<file path="config.mk">
export PLATFORM = sky130hd
export DESIGN_NAME = icache_ctrl_flat
export DESIGN_NICKNAME = d
export VERILOG_FILES = /design/src/rtl/icache_ctrl_if.sv /design/src/rtl/icache_ctrl.sv /design/src/flat_wrapper.sv
export SDC_FILE = /design/constraint.sdc
export NUM_CORES = 1
export LEC_CHECK = 0
export BUFFER_PORTS_ARGS = -buffer_cell sky130_fd_sc_hd__buf_2
export CORE_AREA = 2 2 175 177
export DETAILED_ROUTE_END_ITERATION = 6
export DIE_AREA = 0 0 177 179
export PLACE_DENSITY = 0.7
export REMOVE_ABC_BUFFERS = 1
export SYNTH_ARGS = -nofsm -noshare
export SYNTH_HDL_FRONTEND = slang
export SYNTH_SLANG_ARGS = --single-unit
</file>
<file path="constraint.sdc">
create_clock -name clk -period 7.2 [get_ports clk]
set_input_delay 0.72 -clock clk [delete_from_list [all_inputs] [get_ports clk]]
set_output_delay 0.72 -clock clk [all_outputs]
set_load 0.005 [all_outputs]
</file>
<file path="src/rtl/icache_ctrl_if.sv">
// rtl/icache_ctrl_if.sv - fetch, invalidate and memory-read signals of the icache controller
interface icache_ctrl_if;
    logic        req_valid;
    logic [31:0] req_addr;
    logic        req_ready;
    logic        resp_valid;
    logic [31:0] resp_data;
    logic        inv_req;
    logic        inv_done;
    logic        rd_req;
    logic [31:0] rd_addr;
    logic        rd_ready;
    logic        ret_valid;
    logic [31:0] ret_data;

    modport master (
        output req_valid, req_addr, inv_req, rd_ready, ret_valid, ret_data,
        input  req_ready, resp_valid, resp_data, inv_done, rd_req, rd_addr
    );

    modport slave (
        input  req_valid, req_addr, inv_req, rd_ready, ret_valid, ret_data,
        output req_ready, resp_valid, resp_data, inv_done, rd_req, rd_addr
    );
endinterface

</file>
<file path="src/rtl/icache_ctrl.sv">
// rtl/icache_ctrl.sv - direct-mapped icache controller sequencing external tag and data BRAMs
module icache_ctrl #(
    parameter int INDEX_WIDTH  = 8,
    parameter int OFFSET_WIDTH = 4,
    parameter int TAG_WIDTH    = 32 - INDEX_WIDTH - OFFSET_WIDTH
) (
    input  logic                   clk,
    input  logic                   rst,
    icache_ctrl_if.slave           bus,
    output logic [INDEX_WIDTH-1:0] tag_addr,
    output logic [TAG_WIDTH:0]     tag_din,
    output logic                   tag_we,
    input  logic [TAG_WIDTH:0]     tag_dout,
    output logic [INDEX_WIDTH-1:0] data_addr,
    output logic [127:0]           data_din,
    output logic                   data_we,
    input  logic [127:0]           data_dout
);

    typedef enum logic [2:0] {
        S_IDLE, S_LOOKUP, S_MISS, S_REFILL, S_WRITE, S_INV
    } state_t;

    state_t                 state_q, state_d;
    logic [TAG_WIDTH-1:0]   tag_q, tag_d;
    logic [INDEX_WIDTH-1:0] index_q, index_d;
    logic [INDEX_WIDTH-1:0] sweep_q, sweep_d;
    logic [1:0]             off_q, off_d;
    logic [1:0]             beat_q, beat_d;
    logic [127:0]           line_q, line_d;

    logic [TAG_WIDTH-1:0]   req_tag;
    logic [INDEX_WIDTH-1:0] req_index;
    logic [1:0]             req_off;
    logic                   hit;
    logic                   accept;
    logic                   unused_addr_bits;

    assign req_tag          = bus.req_addr[31 -: TAG_WIDTH];
    assign req_index        = bus.req_addr[OFFSET_WIDTH +: INDEX_WIDTH];
    assign req_off          = bus.req_addr[3:2];
    assign unused_addr_bits = ^bus.req_addr[1:0];

    // tag_dout reflects the index presented in the acceptance cycle
    assign hit = (state_q == S_LOOKUP) && tag_dout[TAG_WIDTH]
                 && (tag_dout[TAG_WIDTH-1:0] == tag_q);

    always_ff @(posedge clk or posedge rst) begin
        if (rst) begin
            state_q <= S_IDLE;
            tag_q   <= '0;
            index_q <= '0;
            sweep_q <= '0;
            off_q   <= '0;
            beat_q  <= '0;
            line_q  <= '0;
        end else begin
            state_q <= state_d;
            tag_q   <= tag_d;
            index_q <= index_d;
            sweep_q <= sweep_d;
            off_q   <= off_d;
            beat_q  <= beat_d;
            line_q  <= line_d;
        end
    end

    always_comb begin
        state_d        = state_q;
        tag_d          = tag_q;
        index_d        = index_q;
        sweep_d        = sweep_q;
        off_d          = off_q;
        beat_d         = beat_q;
        line_d         = line_q;
        bus.req_ready  = 1'b0;
        bus.resp_valid = 1'b0;
        bus.resp_data  = '0;
        bus.inv_done   = 1'b0;
        bus.rd_req     = 1'b0;
        bus.rd_addr    = '0;
        tag_we         = 1'b0;
        tag_din        = '0;
        data_we        = 1'b0;
        data_din       = '0;

        bus.req_ready = ((state_q == S_IDLE) && !bus.inv_req) || hit;
        accept        = bus.req_valid && bus.req_ready;

        if (accept) begin
            tag_d   = req_tag;
            index_d = req_index;
            off_d   = req_off;
        end

        case (state_q)
            S_IDLE: begin
                if (bus.inv_req) begin
                    state_d = S_INV;
                end else if (accept) begin
                    state_d = S_LOOKUP;
                end
            end
            S_LOOKUP: begin
                if (hit) begin
                    bus.resp_valid = 1'b1;
                    bus.resp_data  = data_dout[{off_q, 5'b0} +: 32];
                    state_d        = accept ? S_LOOKUP : S_IDLE;
                end else begin
                    state_d = S_MISS;
                end
            end
            S_MISS: begin
                bus.rd_req  = 1'b1;
                bus.rd_addr = {tag_q, index_q, {OFFSET_WIDTH{1'b0}}};
                if (bus.rd_ready) begin
                    state_d = S_REFILL;
                    beat_d  = 2'd0;
                end
            end
            S_REFILL: begin
                if (bus.ret_valid) begin
                    line_d[{beat_q, 5'b0} +: 32] = bus.ret_data;
                    beat_d = beat_q + 2'd1;
                    if (beat_q == 2'd3) begin
                        state_d = S_WRITE;
                    end
                end
            end
            S_WRITE: begin
                tag_we         = 1'b1;
                data_we        = 1'b1;
                tag_din        = {1'b1, tag_q};
                data_din       = line_q;
                bus.resp_valid = 1'b1;
                bus.resp_data  = line_q[{off_q, 5'b0} +: 32];
                state_d        = S_IDLE;
            end
            S_INV: begin
                tag_we  = 1'b1;
                sweep_d = sweep_q + INDEX_WIDTH'(1);
                if (&sweep_q) begin
                    bus.inv_done = 1'b1;
                    state_d      = S_IDLE;
                end
            end
            default: state_d = S_IDLE;
        endcase

        // Index comes straight from the request whenever one may be accepted
        if (bus.req_ready) begin
            tag_addr = req_index;
        end else if (state_q == S_INV) begin
            tag_addr = sweep_q;
        end else begin
            tag_addr = index_q;
        end
        data_addr = tag_addr;
    end

endmodule

</file>
<file path="src/flat_wrapper.sv">
// flat-port wrapper written by rule: the top's interface ports become plain ports
module icache_ctrl_flat 
#(
    parameter int INDEX_WIDTH  = 8,
    parameter int OFFSET_WIDTH = 4,
    parameter int TAG_WIDTH    = 32 - INDEX_WIDTH - OFFSET_WIDTH
)
  (clk, rst, tag_addr, tag_din, tag_we, tag_dout, data_addr, data_din, data_we, data_dout, bus_req_valid, bus_req_addr, bus_inv_req, bus_rd_ready, bus_ret_valid, bus_ret_data, bus_req_ready, bus_resp_valid, bus_resp_data, bus_inv_done, bus_rd_req, bus_rd_addr);
  icache_ctrl_if bus_i ();
  input  logic clk;
  input  logic rst;
  output logic [INDEX_WIDTH-1:0] tag_addr;
  output logic [TAG_WIDTH:0] tag_din;
  output logic tag_we;
  input  logic [TAG_WIDTH:0] tag_dout;
  output logic [INDEX_WIDTH-1:0] data_addr;
  output logic [127:0] data_din;
  output logic data_we;
  input  logic [127:0] data_dout;
  input wire logic [$bits(bus_i.req_valid)-1:0] bus_req_valid;
  input wire logic [$bits(bus_i.req_addr)-1:0] bus_req_addr;
  input wire logic [$bits(bus_i.inv_req)-1:0] bus_inv_req;
  input wire logic [$bits(bus_i.rd_ready)-1:0] bus_rd_ready;
  input wire logic [$bits(bus_i.ret_valid)-1:0] bus_ret_valid;
  input wire logic [$bits(bus_i.ret_data)-1:0] bus_ret_data;
  output wire logic [$bits(bus_i.req_ready)-1:0] bus_req_ready;
  output wire logic [$bits(bus_i.resp_valid)-1:0] bus_resp_valid;
  output wire logic [$bits(bus_i.resp_data)-1:0] bus_resp_data;
  output wire logic [$bits(bus_i.inv_done)-1:0] bus_inv_done;
  output wire logic [$bits(bus_i.rd_req)-1:0] bus_rd_req;
  output wire logic [$bits(bus_i.rd_addr)-1:0] bus_rd_addr;
  assign bus_i.req_valid = bus_req_valid;
  assign bus_i.req_addr = bus_req_addr;
  assign bus_i.inv_req = bus_inv_req;
  assign bus_i.rd_ready = bus_rd_ready;
  assign bus_i.ret_valid = bus_ret_valid;
  assign bus_i.ret_data = bus_ret_data;
  assign bus_req_ready = bus_i.req_ready;
  assign bus_resp_valid = bus_i.resp_valid;
  assign bus_resp_data = bus_i.resp_data;
  assign bus_inv_done = bus_i.inv_done;
  assign bus_rd_req = bus_i.rd_req;
  assign bus_rd_addr = bus_i.rd_addr;
  icache_ctrl #(.INDEX_WIDTH(INDEX_WIDTH), .OFFSET_WIDTH(OFFSET_WIDTH), .TAG_WIDTH(TAG_WIDTH)) u_core (.clk(clk), .rst(rst), .bus(bus_i), .tag_addr(tag_addr), .tag_din(tag_din), .tag_we(tag_we), .tag_dout(tag_dout), .data_addr(data_addr), .data_din(data_din), .data_we(data_we), .data_dout(data_dout));
endmodule
</file>
==> impl_metrics.tcl <==
set metrics [dict create \
    hold_viol 0 \
    p_switching_mw 0.560 \
    viasPerCell 5.17 \
    synthAdderAreaFrac_pct 0.816 \
    syn_avg_cell_area_sq_um 8.95 \
    vias 10304 \
    hold_class "input pin to async pin" \
    synth_cells 1200 \
    htree_num_levels 4 \
    drive_gt1_share_pct 37.0 \
    port_buffers 447 \
    placed_area_sq_um 13200 \
    path_clk_slew_ns 0.08 \
    ys_warn_count 0 \
    grt_max_degree 127 \
    p_leak_nw 7.05 \
    synth_simple_gate_area_share_pct 28.6 \
    yosys.area.top_type_share_pct 39.8 \
    wl_per_cell_um 19.2 \
    power_density_nw_per_um2 150 \
    synthToLayoutAreaGrowth_pct 29.0 \
    synth_compound_area_share_pct 9.62 \
    max-clock-path-buffers 2 \
    status "complete, no violations" \
    antenna_left 0 \
    dieWidth_um 177 \
    cp-end-kind "output port" \
    clockPowerShare_pct 44.9 \
    cts_setup_buffers 0 \
    yosys.cell_types.count 37 \
    crit_type "register to output port" \
    cp.arrival_ns 3.62 \
    drt_first_pass_iters 5 \
    clk_latency_ns 0.43 \
    ir_drop_v 0.000130 \
    final_common_cell "buf_2" \
    drv_slew 0 \
    core_sq_um 30000 \
    slew_headroom_pct 14.8 \
    place_ws_ns 3.16 \
    period_share_pct 60.3 \
    fillers 2956 \
    rsz0062_at_grt "false" \
    p_total_mw 2.08 \
    initial_core_util_pct 35.8 \
    tns_ns 0 \
    die_h_um 179 \
    cts-root-buf "clkbuf_16" \
    rows 64 \
    fin_area_sq_um 13800 \
    ys_seq_elements 171 \
    synth_mux_area_share_pct 14.4 \
    clkSinkCount 171 \
    gp_congestion 0.852 \
    sequentialPowerShare_pct 47.3 \
    yosysTopAreaCell "dfrtp_1" \
    synthXorXnorAreaFrac_pct 2.20 \
    finalNetCount 1805 \
    final_util_pct 46.1 \
    drc 0 \
    grt_first_pass_wirelength_um 57400 \
    drtIter0Drc 616 \
    skew_ns 0.0210 \
    seqCellArea_sq_um 4290 \
    layout_common_cells "447 x buf_2, 356 x nand2_1, 176 x and2_1" \
    die-area_sq_um 31700 \
    cts_tree "done" \
    syn-cell-area_sq_um 10700 \
    reg2regPathDepth 6 \
    grt_use_total_pct 23.7 \
    synth_seq_area_share_pct 39.8 \
    switching_share_pct 26.9 \
    p_comb_share_pct 7.8 \
    final.setup.worst_slack_ns 2.86 \
    dpl.hpwl_um 27000 \
    fmax_mhz 230 \
    critPathLaunchType "register" \
    io_pins 454 \
    synth_top_family_by_area "simple AND/OR/NAND/NOR gates" \
    grt.overflow.total 0 \
    ctsHoldBuffers 0 \
    setup_viol 0 \
    cts_resized 0 \
    grt_pass1_vias 9872 \
    synth_area_leaders "dfrtp_1 40%, mux4_2 13%, nand2_1 13%" \
    multi_input_area_sq_um 6040 \
    intPower_mw 1.52 \
    drt_wl_total_um 38400 \
    cts_buffers 17 \
    critical_path_required_ns 6.48 \
    min_period_ns 4.34 \
    tightest_slew_ns 1.27 \
    cp_max_fo 22 \
    cap_violations 0 \
    antenna_found_initial 7 \
]
synth_stat cells (all sizes together):
cell / instances
nand3: 37
ha: 7
a21oi: 3
mux4: 64
nor2b: 4
nand2: 360
and4bb: 1
nor3: 4
xor2: 5
buf: 24
mux2: 9
nor4: 3
and3b: 1
nor2: 1
o41ai: 1
xnor2: 22
o211a: 1
and2: 176
inv: 6
o21bai: 1
o21ai: 134
clkbuf: 84
a221o: 30
and3: 33
and4: 1
nand4: 8
conb: 1
a22o: 2
nor3b: 4
dfrtp: 171
nand2b: 2
worst paths after layout:
check	endpoint	slack, ns	from
worst min-delay path	u_core.line_q[114]$_DFFE_PP0P_	0.24	rst
worst min register to register	u_core.line_q[15]$_DFFE_PP0P_	0.50	u_core.line_q[15]$_DFFE_PP0P_
worst max-delay path	bus_resp_data[15]	2.86	u_core.state_q[0]$_DFFE_PP0P_
worst max register to register	u_core.state_q[1]$_DFFE_PP0P_	3.91	u_core.state_q[0]$_DFFE_PP0P_
min in group clk	u_core.line_q[15]$_DFFE_PP0P_	0.50	u_core.line_q[15]$_DFFE_PP0P_
max in group asynchronous	u_core.off_q[0]$_DFFE_PP0P_	5.59	rst
registers in the layout, indices dropped and copies added (netlist names):
signal	cells
u_core.beat_q	2
u_core.index_q	8
u_core.line_q	128
u_core.off_q	2
u_core.state_q	3
u_core.sweep_q	8
u_core.tag_q	20
through the flow:
step | hold slack (ns) | std cells
final | 0.245 | 1994
after global placement | 0.476 | 1956
after global routing | 0.248 | 1992
after CTS | 0.235 | 1988
after floorplan | 0.458 | 1095
after detailed placement | 0.487 | 1956
critical path, stage by stage, from the launching register on:
cell and delay, ns:
dfrtp_1 0.62, and4bb_2 0.31, nand4_1 0.14, nor4_4 1.09
buf_4 0.55, nand3_1 0.13, nand2_1 0.20, buf_2 0.15
power groups by stage:
| stage | Sequential [mW] | Clock (mW) | Combinational [mW] |
|---|---|---|---|
| after floorplan | 0.999 | 0 | 0.0714 |
| after global placement | 1.00 | 0 | 0.159 |
| after detailed placement | 1.00 | 0 | 0.163 |
| after CTS | 0.985 | 0.959 | 0.164 |
| after global routing | 0.987 | 1.01 | 0.178 |
| final | 0.985 | 0.935 | 0.162 |
logic make-up after synthesis:
kind of cell | after synthesis
AOI/OAI and AO/OA | 172
xor gates and xnor gates | 27
adders and majority gates | 7
buffers and inverters | 114
DFF | 171
muxes | 73
other | 1
and+or+nand+nor | 635
metal layers:
layer	GRT usage (%)	share of wire [%]
met3	5.26	7.1
met2	40.2	49
met5	0	0
met1	29.7	41
met4	8.06	2.5
cell type report:
| cell class | count | share of cell area (%) |
|---|---|---|
| Timing Repair Buffer | 465 | 17.2 |
| Antenna cell | 6 | 0.108 |
| Clock inverter | 15 | 1.28 |
| Tap cell | 396 | 3.58 |
| Clock buffer | 17 | 3.07 |
| Multi-Input combinational cell | 918 | 43.6 |
| Sequential cell | 171 | 31.0 |
| Inverter | 6 | 0.199 |
Note: power is estimated with default switching activity, not from simulation.
